## src/rtl/dsp_reset_responder_if.sv

```systemverilog
// Riser I/O bus between the host reset sequencer (master) and the DSP reset
// responder (slave).
interface dsp_reset_responder_if;
    logic [15:0] address;
    logic [15:0] data_in;
    logic        io_wr;
    logic        io_rd;
    logic [15:0] data_out;
    logic        dsp_busy;
    logic        data_ready;

    modport master (
        output address,
        output data_in,
        output io_wr,
        output io_rd,
        input  data_out,
        input  dsp_busy,
        input  data_ready
    );

    modport slave (
        input  address,
        input  data_in,
        input  io_wr,
        input  io_rd,
        output data_out,
        output dsp_busy,
        output data_ready
    );
endinterface

```

## src/rtl/dsp_reset_responder.sv

```systemverilog
// Card-side stand-in for the Sound Blaster DSP reset handshake: checks the reset
// pulse width, waits a ready delay, then presents 0x00AA with status bit 7 set.
//
// state    | meaning
// ---------+-----------------------------------------------------------
// IDLE     | no handshake in progress
// RST_HIGH | reset bit held high, counting pulse width (saturating)
// DELAY    | valid release seen, counting down to data ready
// READY    | 0x00AA latched, data_ready set until read-data port is read
module dsp_reset_responder #(
    parameter logic [15:0] BASE_ADDRESS       = 16'h0200,
    parameter int          RESET_HOLD_CYCLES  = 150,
    parameter int          READY_DELAY_CYCLES = 50,
    parameter int          COUNT_WIDTH        = 8
) (
    input  logic                  sys_clock,
    input  logic                  set_safe,
    dsp_reset_responder_if.slave  bus
);

    localparam logic [1:0] IDLE     = 2'd0;
    localparam logic [1:0] RST_HIGH = 2'd1;
    localparam logic [1:0] DELAY    = 2'd2;
    localparam logic [1:0] READY    = 2'd3;

    localparam logic [15:0] ADDR_RESET     = BASE_ADDRESS + 16'h0006;
    localparam logic [15:0] ADDR_READ_DATA = BASE_ADDRESS + 16'h000A;
    localparam logic [15:0] ADDR_WR_STATUS = BASE_ADDRESS + 16'h000C;
    localparam logic [15:0] ADDR_RD_STATUS = BASE_ADDRESS + 16'h000E;

    localparam logic [COUNT_WIDTH-1:0] HOLD_MIN   = COUNT_WIDTH'(RESET_HOLD_CYCLES);
    localparam logic [COUNT_WIDTH-1:0] DELAY_LAST = COUNT_WIDTH'(READY_DELAY_CYCLES - 1);

    logic [1:0]             state;
    logic [COUNT_WIDTH-1:0] count;
    logic [15:0]            read_latch;
    logic [15:0]            data_out_q;
    logic                   data_ready_q;
    logic                   busy;
    logic                   wr_reset;
    logic                   rd_accept;
    logic                   rd_data_port;
    logic [15:0]            rd_value;
    logic                   unused_data_hi;

    assign busy         = (state == RST_HIGH) || (state == DELAY);
    assign wr_reset     = bus.io_wr && (bus.address == ADDR_RESET);
    // A write in the same cycle as a read always wins; the read is dropped.
    assign rd_accept    = bus.io_rd && !bus.io_wr;
    assign rd_data_port = rd_accept && (bus.address == ADDR_READ_DATA);
    assign unused_data_hi = ^bus.data_in[15:1];

    always_comb begin
        rd_value = 16'h0000;
        case (bus.address)
            ADDR_RD_STATUS: rd_value = {8'h00, data_ready_q, 7'h00};
            ADDR_WR_STATUS: rd_value = busy ? 16'h0080 : 16'h0000;
            ADDR_READ_DATA: rd_value = read_latch;
            default:        rd_value = 16'h0000;
        endcase
    end

    always_ff @(posedge sys_clock) begin
        if (set_safe) begin
            state        <= IDLE;
            count        <= '0;
            read_latch   <= 16'h0000;
            data_out_q   <= 16'h0000;
            data_ready_q <= 1'b0;
        end else begin
            if (wr_reset && bus.data_in[0]) begin
                state        <= RST_HIGH;
                count        <= '0;
                data_ready_q <= 1'b0;
            end else begin
                case (state)
                    RST_HIGH: begin
                        if (wr_reset) begin
                            // Release: too-short pulses fall back to IDLE silently.
                            if (count >= HOLD_MIN) begin
                                state <= DELAY;
                                count <= '0;
                            end else begin
                                state <= IDLE;
                            end
                        end else if (count < HOLD_MIN) begin
                            count <= count + 1'b1;
                        end
                    end
                    DELAY: begin
                        count <= count + 1'b1;
                        if (count == DELAY_LAST) begin
                            state        <= READY;
                            data_ready_q <= 1'b1;
                            read_latch   <= 16'h00AA;
                        end
                    end
                    READY: begin
                        if (rd_data_port) begin
                            state        <= IDLE;
                            data_ready_q <= 1'b0;
                        end
                    end
                    default: state <= IDLE;
                endcase
            end

            if (rd_accept) begin
                data_out_q <= rd_value;
            end
        end
    end

    assign bus.data_out   = data_out_q;
    assign bus.dsp_busy   = busy;
    assign bus.data_ready = data_ready_q;

endmodule

```

## src/flat_wrapper.sv

```systemverilog
// flat-port wrapper written by rule: the top's interface ports become plain ports
module dsp_reset_responder_flat 
#(
    parameter logic [15:0] BASE_ADDRESS       = 16'h0200,
    parameter int          RESET_HOLD_CYCLES  = 150,
    parameter int          READY_DELAY_CYCLES = 50,
    parameter int          COUNT_WIDTH        = 8
)
  (sys_clock, set_safe, bus_address, bus_data_in, bus_io_wr, bus_io_rd, bus_data_out, bus_dsp_busy, bus_data_ready);
  dsp_reset_responder_if bus_i ();
  input  logic sys_clock;
  input  logic set_safe;
  input wire logic [$bits(bus_i.address)-1:0] bus_address;
  input wire logic [$bits(bus_i.data_in)-1:0] bus_data_in;
  input wire logic [$bits(bus_i.io_wr)-1:0] bus_io_wr;
  input wire logic [$bits(bus_i.io_rd)-1:0] bus_io_rd;
  output wire logic [$bits(bus_i.data_out)-1:0] bus_data_out;
  output wire logic [$bits(bus_i.dsp_busy)-1:0] bus_dsp_busy;
  output wire logic [$bits(bus_i.data_ready)-1:0] bus_data_ready;
  assign bus_i.address = bus_address;
  assign bus_i.data_in = bus_data_in;
  assign bus_i.io_wr = bus_io_wr;
  assign bus_i.io_rd = bus_io_rd;
  assign bus_data_out = bus_i.data_out;
  assign bus_dsp_busy = bus_i.dsp_busy;
  assign bus_data_ready = bus_i.data_ready;
  dsp_reset_responder #(.BASE_ADDRESS(BASE_ADDRESS), .RESET_HOLD_CYCLES(RESET_HOLD_CYCLES), .READY_DELAY_CYCLES(READY_DELAY_CYCLES), .COUNT_WIDTH(COUNT_WIDTH)) u_core (.sys_clock(sys_clock), .set_safe(set_safe), .bus(bus_i));
endmodule
```

## config.mk

```make
export PLATFORM = sky130hd
export DESIGN_NAME = dsp_reset_responder_flat
export DESIGN_NICKNAME = d
export VERILOG_FILES = /design/src/rtl/dsp_reset_responder_if.sv /design/src/rtl/dsp_reset_responder.sv /design/src/flat_wrapper.sv
export SDC_FILE = /design/constraint.sdc
export NUM_CORES = 1
export LEC_CHECK = 0
export BUFFER_PORTS_ARGS = -buffer_cell sky130_fd_sc_hd__buf_4
export CAP_MARGIN = 20
export CELL_PAD_IN_SITES_DETAIL_PLACEMENT = 0
export CELL_PAD_IN_SITES_GLOBAL_PLACEMENT = 1
export CORE_MARGIN = 4
export CORE_UTILIZATION = 30
export DETAILED_ROUTE_END_ITERATION = 10
export PLACE_DENSITY = 0.81
export SLEW_MARGIN = 20
export SYNTH_ARGS = -nofsm -noshare
export SYNTH_HDL_FRONTEND = slang
export SYNTH_SLANG_ARGS = --single-unit
```

## constraint.sdc

```tcl
create_clock -name sys_clock -period 1.6 [get_ports sys_clock]
set_input_delay 0.16 -clock sys_clock [delete_from_list [all_inputs] [get_ports sys_clock]]
set_output_delay 0.16 -clock sys_clock [all_outputs]
set_load 0.05 [all_outputs]
```

==> impl_metrics.yaml <==
clocking:
  tritoncts: "built"
  cts.reportedPaths.clkPinSlew_ns: 0.06
  cts_htree_levels: 1
  cts_root_buf: "clkbuf_8"
  clkLatencyLatePin_ns: 0.25
  hold_buffers: 0
  clock_path_buffers: 2
  cts_buffers: 3
  cts_num_sinks: 14
timing:
  whs_ns: 0.112
  slew_viol_final: 0
  skew_ns: 0.00260
  hold_viol: 0
  clock.fmax_mhz: 551
  period_minus_slack_ns: 1.82
  finalSetupViolCount: 9
  worst_slack_ns: -0.215
  rsz0062_at_grt: "yes"
  fin_crit_sh: 1.13
hold_path:
  hold_path.class: "input port to flip-flop"
critical_path:
  reg2reg_to: "u_core.count[0]"
  slowest_delay_ns: 0.43
  r2r_cells: 5
  critPathSlowestCell: "or4_4"
  worst-path-buf-inv: 0
  critPathTopFamily: "compound AO/OA/AOI/OAI gates"
  worstSetupStartpoint: "u_core.count[3]"
  crit_type: "flip-flop to flip-flop"
  r2r-start: "u_core.count[3]"
  start_kind: "flip-flop"
  critical_path_arrival_ns: 1.98
  cp.depth: 5
  required_ns: 1.76
  endpoint_kind: "flip-flop"
  r2r_slack_ns: -0.22
  path_cells: "a211o_1 > or2_1 > o2111a_2 > or4_4 > o31ai_2"
  cp_max_fo: 4
  critPathCapture: "u_core.count[0]"
cells_and_area:
  antennaDiodeCount: 0
  area_growth_pct: 48.8
  drive_above_1_share: 0.474
  final_area_um2: 1780
  fin_cells: 242
  fin_nets: 238
yosys:
  yosysUniqueCellTypes: 48
  synth-main-ff-cell: "dfxtp_1"
  yosysTopAreaCell: "dfxtp_1"
  synthCells: 138
  synth-seq-cells: 14
  async_reset_ff_frac: 0
  synth-edff-count: 0
  seq_area_frac_synth: 0.235
  synth_warnings: 0
  synthDominantCellAreaShare: 0.235
  avgSynthCellArea_um2: 8.66
  ys_top_cells_by_area: "dfxtp_1, buf_4, ha_1, nand4_1, a32o_1"
  synth_area_um2: 1190
power:
  power.density_nw_per_um2: 452
  peakVddDrop_uv: 278
  p_leak_nw: 0.722
place:
  dpl_cell_area_um2: 1590
  gp_congestion: 0.908
  io_buffers: 26
  hpwlAfterDp_um: 2890
  placed_cells: 234
routing:
  firstDrtPassIters: 4
  via_per_inst: 5.69
  drt_wl_total_um: 3900
  vias: 1377
  ant_nets: 0
  wl_per_cell_um: 16.1
  drc: 0
  dr.first_iter.drc_count: 57
floorplan:
  rows: 22
  core_um2: 3740
  die_w_um: 71.1
  initial_core_util: 0.319
  top_level_ports: 54
  die_h_um: 71.1
  die_area_um2: 5060
global_route:
  grt_pass1_vias: 1360
  antenna_found_initial: 0
  track_usage: 0.147
  overflow: 0
  grt_max_degree: 9
  grt_pass1_wl_um: 6000
run_status:
  status: "finished, violations left"
  violations: "setup timing"
job:
  drv_cap: 0
-- worst min-delay path by stage --
stage                  start                     end  slack, ns  cells after the start
floorplan           set_safe  u_core.bus.data_out[5]       0.23                      1
global placement    set_safe  u_core.bus.data_out[5]       0.38                      2
detailed placement  set_safe  u_core.bus.data_out[7]       0.38                      2
CTS                 set_safe         u_core.state[0]       0.11                      2
global route        set_safe         u_core.state[0]       0.11                      2
finish              set_safe         u_core.state[0]       0.11                      2
-- cells in the mapped netlist, drive strengths merged, types with 2 or more instances --
master / count
a21oi: 6
a31o: 2
a31oi: 2
a32o: 5
and2: 2
and3: 3
and4: 3
and4b: 2
buf: 17
clkbuf: 2
dfxtp: 14
ha: 6
inv: 8
nand2: 5
nand2b: 3
nand3: 4
nand4: 9
nor2: 3
nor3: 7
nor4: 4
o2111a: 2
o2111ai: 2
o311ai: 2
o31ai: 7
-- cell usage in the layout (no fill, tap or decap), types with 3 or more instances in the layout --
master and count:
o31ai_1 5, buf_4 53, ha_1 4, nand3_1 4
nand4_1 9, a32o_1 5, nor2_1 3, buf_6 8
nand2b_1 3, dfxtp_1 10, clkbuf_8 3, a21oi_1 5
nand2_1 5, dfxtp_2 4, nor3_1 6, conb_1 12
inv_1 7
-- through the flow --
| step | setup WS, ns | total power, mW | utilization | TNS [ns] |
|---|---|---|---|---|
| floorplan | -0.101 | 0.460 | - | -0.402 |
| global placement | -0.270 | 0.498 | 0.426 | -2.67 |
| detailed placement | -0.339 | 0.500 | 0.426 | -2.84 |
| CTS | -0.212 | 0.810 | 0.462 | -1.50 |
| global route | -0.246 | 0.833 | 0.475 | -1.89 |
| finish | -0.215 | 0.804 | 0.475 | -1.42 |
-- sequential cells by signal, indices dropped and copies added, names as in the netlist --
name / count
u_core.count: 8
u_core.bus.data_out: 2
u_core.state: 2
u_core.bus.data_ready: 1
u_core.read_latch: 1
-- where the power goes --
group	switching [mW]	leakage, nW	internal [mW]
registers	0.000000351	0.115	0.348
clock network	0.133	0.0216	0.167
logic	0.102	0.586	0.0532
-- worst reg2reg max path, cell delays in order (launching register included) --
cell      delay (ns)
dfxtp_2         0.34
a211o_1         0.34
or2_1           0.26
o2111a_2        0.17
or4_4           0.43
o31ai_2         0.18
-- cells by family after synthesis --
logic type                 after synthesis  share of synthesized area
adders and majority gates                6                     0.0628
AOI/OAI and AO/OA                       37                      0.269
and+or+nand+nor                         51                      0.287
buffers and inverters                   28                      0.134
DFF                                     14                      0.235
other                                    1                    0.00314
muxes                                    1                    0.00942
-- metal layers --
layer  wire length [um]  share of wire  vias to the layer above  track usage
met5                  0              0                        -            0
met4                 87          0.022                        0       0.0689
met3                267          0.069                       11       0.0426
met2               2000           0.51                       57        0.260
met1               1540           0.40                      677        0.161
li1                   -              -                      632            -
-- layout make-up --
class	instances	area (um2)
fill	378	1970
multi-input combinational	107	865
inverter	9	38.8
clock buffer	3	41.3
timing repair buffer	61	488
sequential	14	285
tap	48	60.1
-- repair_timing --
action / 4_1_cts / 5_1_grt
endpoints found under the hold margin: 0 / 0
buffers inserted: 5 / 1
gates resized for setup: 15 / 11
endpoints found under the setup margin: 10 / 11
pin swaps: 17 / 15
(Power assumes the default switching activity.)
